$ cat src/rtl/interrupt_controller.sv
// Eight-line interrupt controller: synchronised request capture, maskable pending
// register and a fixed-priority (line 0 highest) presenter with CPU acknowledge.
module interrupt_controller #(
   parameter int          EDGE_MODE  = 1,
   parameter logic [7:0]  MASK_RESET = 8'hFF
) (
   input  logic       clk,
   input  logic       reset,
   input  logic [7:0] irq_in,
   input  logic       mask_we,
   input  logic [7:0] mask_wdata,
   input  logic       ack,
   input  logic [2:0] ack_id,
   output logic [7:0] interruptions,
   output logic       irq_valid,
   output logic [2:0] irq_id,
   output logic [7:0] pending,
   output logic [7:0] mask
);

   typedef enum logic {
      IDLE    = 1'b0,
      PRESENT = 1'b1
   } state_t;

   logic [7:0] sync1_q, sync1_d;
   logic [7:0] sync2_q, sync2_d;
   logic [7:0] prev_q,  prev_d;
   logic [7:0] pending_q, pending_d;
   logic [7:0] mask_q, mask_d;
   state_t     state_q, state_d;
   logic [2:0] irq_id_q, irq_id_d;
   logic       irq_valid_q, irq_valid_d;
   logic [7:0] interruptions_q, interruptions_d;

   logic [7:0] active;
   logic [2:0] lowest_idx;
   logic [7:0] ack_clr;

   always_comb begin
      sync1_d = irq_in;
      sync2_d = sync1_q;
      prev_d  = sync2_q;
      mask_d  = mask_we ? mask_wdata : mask_q;
   end

   // A set event and an ack clear on the same bit resolve in favour of the set.
   generate
      if (EDGE_MODE != 0) begin : g_edge
         always_comb pending_d = (pending_q & ~ack_clr) | (sync2_q & ~prev_q);
      end else begin : g_level
         always_comb pending_d = sync2_q;
      end
   endgenerate

   always_comb begin
      active     = pending_q & mask_q;
      lowest_idx = 3'd0;
      for (int i = 7; i >= 0; i--) begin
         if (active[i]) lowest_idx = 3'(i);
      end
   end

   always_comb begin
      state_d         = state_q;
      irq_id_d        = irq_id_q;
      irq_valid_d     = irq_valid_q;
      interruptions_d = interruptions_q;
      ack_clr         = 8'h00;
      case (state_q)
         IDLE: begin
            if (active != 8'h00) begin
               state_d         = PRESENT;
               irq_id_d        = lowest_idx;
               irq_valid_d     = 1'b1;
               interruptions_d = 8'h01 << lowest_idx;
            end
         end
         PRESENT: begin
            // The presented line is frozen; only its ack or its own mask releases it.
            if (ack && (ack_id == irq_id_q)) begin
               ack_clr[irq_id_q] = 1'b1;
               state_d           = IDLE;
               irq_id_d          = 3'd0;
               irq_valid_d       = 1'b0;
               interruptions_d   = 8'h00;
            end else if (!mask_q[irq_id_q]) begin
               state_d         = IDLE;
               irq_id_d        = 3'd0;
               irq_valid_d     = 1'b0;
               interruptions_d = 8'h00;
            end
         end
         default: begin
            state_d         = IDLE;
            irq_id_d        = 3'd0;
            irq_valid_d     = 1'b0;
            interruptions_d = 8'h00;
         end
      endcase
   end

   always_ff @(posedge clk or negedge reset) begin
      if (!reset) begin
         sync1_q         <= 8'h00;
         sync2_q         <= 8'h00;
         prev_q          <= 8'h00;
         pending_q       <= 8'h00;
         mask_q          <= MASK_RESET;
         state_q         <= IDLE;
         irq_id_q        <= 3'd0;
         irq_valid_q     <= 1'b0;
         interruptions_q <= 8'h00;
      end else begin
         sync1_q         <= sync1_d;
         sync2_q         <= sync2_d;
         prev_q          <= prev_d;
         pending_q       <= pending_d;
         mask_q          <= mask_d;
         state_q         <= state_d;
         irq_id_q        <= irq_id_d;
         irq_valid_q     <= irq_valid_d;
         interruptions_q <= interruptions_d;
      end
   end

   assign interruptions = interruptions_q;
   assign irq_valid     = irq_valid_q;
   assign irq_id        = irq_id_q;
   assign pending       = pending_q;
   assign mask          = mask_q;

endmodule

$ cat config.mk
export PLATFORM = sky130hd
export DESIGN_NAME = interrupt_controller
export DESIGN_NICKNAME = d
export VERILOG_FILES = /design/src/rtl/interrupt_controller.sv
export SDC_FILE = /design/constraint.sdc
export NUM_CORES = 1
export LEC_CHECK = 0
export ABC_AREA = 1
export BUFFER_PORTS_ARGS = -buffer_cell sky130_fd_sc_hd__buf_4
export CELL_PAD_IN_SITES_DETAIL_PLACEMENT = 0
export CELL_PAD_IN_SITES_GLOBAL_PLACEMENT = 1
export CORE_UTILIZATION = 35
export DETAILED_ROUTE_END_ITERATION = 16
export PLACE_DENSITY_LB_ADDON = 0.1
export SYNTH_ARGS = -nofsm -noshare
export SYNTH_HDL_FRONTEND = slang
export SYNTH_SLANG_ARGS = --single-unit
$ cat constraint.sdc
create_clock -name clk -period 1.53 [get_ports clk]
set_clock_uncertainty 0.05 [all_clocks]
set_input_delay 0.153 -clock clk [delete_from_list [all_inputs] [get_ports clk]]
set_output_delay 0.153 -clock clk [all_outputs]
set_load 0.1 [all_outputs]
==> metrics.yaml <==
min_path:
  hp-class: "in -> reg"
  worstHoldEndpoint: "mask[3]$_DFFE_PN1P_"
  hold_path_depth: 2
  worstHoldStart: "mask_wdata[3]"
timing:
  setup_viol: 0
  period_needed_ns: 1.52
  maxSlewViolCount: 0
  worstMarginPinSlew_ns: 0.652
  finalHoldViolCount: 0
  max-slew-margin-rel: 0.566
  hold_slack_ns: 0.0316
  fmax_ghz: 0.656
  fin_crit_sh: 0.996
  rsz0062_at_grt: "yes"
finish:
  drive_gt1_frac: 0.495
  fin_util: 0.543
  ff_latch_area_um2: 1390
  n_fill_cell: 524
  stdcell_area_um2: 3060
  final_nets: 311
  multi_input_area_um2: 797
  syn2layout_area_growth_pct: 45.1
  final_common_cell: "buf_4"
  antennaDiodeCount: 0
  layoutNonFillerInstCount: 361
  mostFrequentLayoutCells: "56 x buf_4, 46 x nand2_1, 34 x dfrtp_1, 28 x inv_1, 18 x nand2_2"
synth:
  ys_warn_count: 0
  syn-num-nets: 236
  muxShareOfSynthArea: 0.0374
  syn_avg_cell_area_um2: 9.90
  yosysTopAreaCellShare: 0.534
  synth_seq_cells: 53
  synthAdderAreaFrac: 0
  yosysUniqueCellTypes: 23
  synth_top_family_by_area: "simple AND/OR/NAND/NOR gates"
  synthSimpleGateAreaFrac: 0.212
  yosysSeqAreaShare: 0.633
  syn-cell-area_um2: 2110
  synth_compound_gate_area_share: 0.0409
  synth-xor-area-share: 0.00415
  netlist_top_cells_area: "dfrtp_1 53%, nand2_1 11%, dfstp_2 10%"
  yosys.area.top_type: "dfrtp_1"
  syn_inst: 213
drt:
  drt-total-wl_um: 4400
  route.detailed.drc: 0
  viasPerCell: 4.43
  dr.pass1.iters: 4
  vias: 1601
  wl_per_cell_um: 12.2
  drt_iter0_drc: 36
  detail-route-antenna-nets: 0
placement:
  place_area_um2: 2680
  port_buffers: 50
  dp_cells: 338
  place.gp.congestion: 0.752
  hpwl_um: 3080
grt:
  overflow: 0
  antenna_found_initial: 0
  grt_max_degree: 54
  track_usage: 0.152
  grt_pass1_vias: 1550
  grt_pass1_wl_um: 7220
setup_path:
  reg2reg_depth: 6
  endpoint_kind: "flop"
  cp-start-kind: "flop"
  cp_max_fo: 4
  critPathKind: "reg -> reg"
  crit_path_start: "mask[3]$_DFFE_PN1P_"
  cp_slowest_cell: "dfstp_4"
  timing.rr.start: "mask[3]$_DFFE_PN1P_"
  crit-reg2reg-capture: "interruptions[1]$_DFFE_PN0P_"
  critical_path.max_stage_delay_ns: 0.65
  cp_common_cell: "nand2_1"
  timing.reg2reg.setup_slack_ns: 0.006
  cp.required_ns: 1.72
  worstPathCellList: "nand2_1 > nand2_1 > nor2_4 > nor2_1 > nand4_1 > nand2_1"
  cp.arrival_ns: 1.72
clocking:
  clkTransAtPathRegs_ns: 0.10
  numCtsBuffers: 5
  cts_tree: "built"
  cts_max_path_buffers: 2
  clk-insertion-delay-late_ns: 0.30
  cts_max_level: 2
  cts_root_buf: "clkbuf_8"
  clock_sinks: 53
die:
  die_h_um: 79.6
  dieArea_um2: 6340
  io_pins: 51
  start_util: 0.374
  coreArea_um2: 5640
  die_w_um: 79.6
  num_rows: 27
flow_run:
  cap_violations: 0
power:
  p_leak_nw: 1.51
  power.density_nw_per_um2: 1470
  power_mw: 4.49
  ir_drop_uv: 808
status:
  status: "completed"
## where the power goes
| part | internal [mW] | leakage (nW) | switching [mW] |
|---|---|---|---|
| clock network | 0.326 | 0.0414 | 0.448 |
| registers | 1.60 | 0.603 | 0.176 |
| logic | 0.514 | 0.869 | 1.43 |
| total | 2.44 | 1.51 | 2.05 |
## repair_timing
item / 4_1_cts / 5_1_grt
endpoints found under the setup margin: 14 / 17
buffers inserted: 0 / 4
pin swaps: 1 / 20
gates cloned: 1 / 0
hold buffers: 10 / 0
hold endpoints to repair: 54 / 0
resized for setup: 8 / 38
## layout make-up
cell class | instances | area share
sequential | 53 | 0.452
multi-input combinational | 125 | 0.260
timing repair buffer | 70 | 0.188
inverter | 33 | 0.0413
tap | 72 | 0.0294
clock buffer | 6 | 0.0237
clock inverter | 2 | 0.00531
## cells in the mapped netlist
master    count
nor2_2        2
xnor2_1       1
nand3_4       1
inv_4         1
o21bai_1      1
o21ai_1       2
dfstp_2       8
nand3_2       1
inv_1        32
nand4_1       2
o21ai_2       1
buf_6         2
clkbuf_1      1
nor3_2        1
dfrtp_1      45
a21oi_1       2
nor2_1        6
mux2_2        7
o21ai_0      10
nand2_2       5
nor3_1        8
nand2_1      64
nand3_1      10
## critical path, delay by kind of cell (launching register included)
kind / cells / cell delay (ns)
AND/OR/NAND/NOR: 6 / 0.76
flip-flops: 1 / 0.65
## registers in the layout, indices dropped and copies added, names as in the netlist
name / cells
interruptions: 8
irq_id: 3
irq_valid: 1
mask: 8
pending: 8
prev_d: 8
prev_q: 8
state_q: 1
sync1_q: 8
## per-stage QoR
step,setup slack (ns),TNS (ns)
2_1_floorplan,-0.176,-1.78
3_3_place_gp,-0.0586,-0.588
3_5_place_dp,-0.0734,-0.722
4_1_cts,0.000540,0
5_1_grt,-0.0900,-0.664
6_report,0.00605,0
## cells by family (layout without fill, tap and decap cells)
group                  after synthesis  count (layout)
AO/OA/AOI/OAI                       16              16
XOR/XNOR                             1               1
buffers and inverters               36             111
flip-flops                          53              53
multiplexers                         7               7
AND/OR/NAND/NOR                    100             101
## routing by layer
metal / up-vias / track usage / wire (µm) / part of all wire
met5: - / 0 / 0 / 0
met4: 0 / 0.0327 / 22 / 0.0050
li1: 813 / - / - / -
met3: 2 / 0.0377 / 199 / 0.045
met2: 35 / 0.242 / 2140 / 0.49
met1: 751 / 0.208 / 2040 / 0.46
## worst max path at each step
stage	end	depth (start not counted)	slack (ns)
finish	interruptions[1]$_DFFE_PN0P_	6	0.006
global route	interruptions[5]$_DFFE_PN0P_	8	-0.09
CTS	interruptions[5]$_DFFE_PN0P_	7	0.0005
detailed placement	interruptions[6]$_DFFE_PN0P_	9	-0.07
global placement	irq_id[0]$_DFFE_PN0P_	9	-0.06
floorplan	interruptions[2]$_DFFE_PN0P_	10	-0.18
Power figures use the tool's default switching activity.
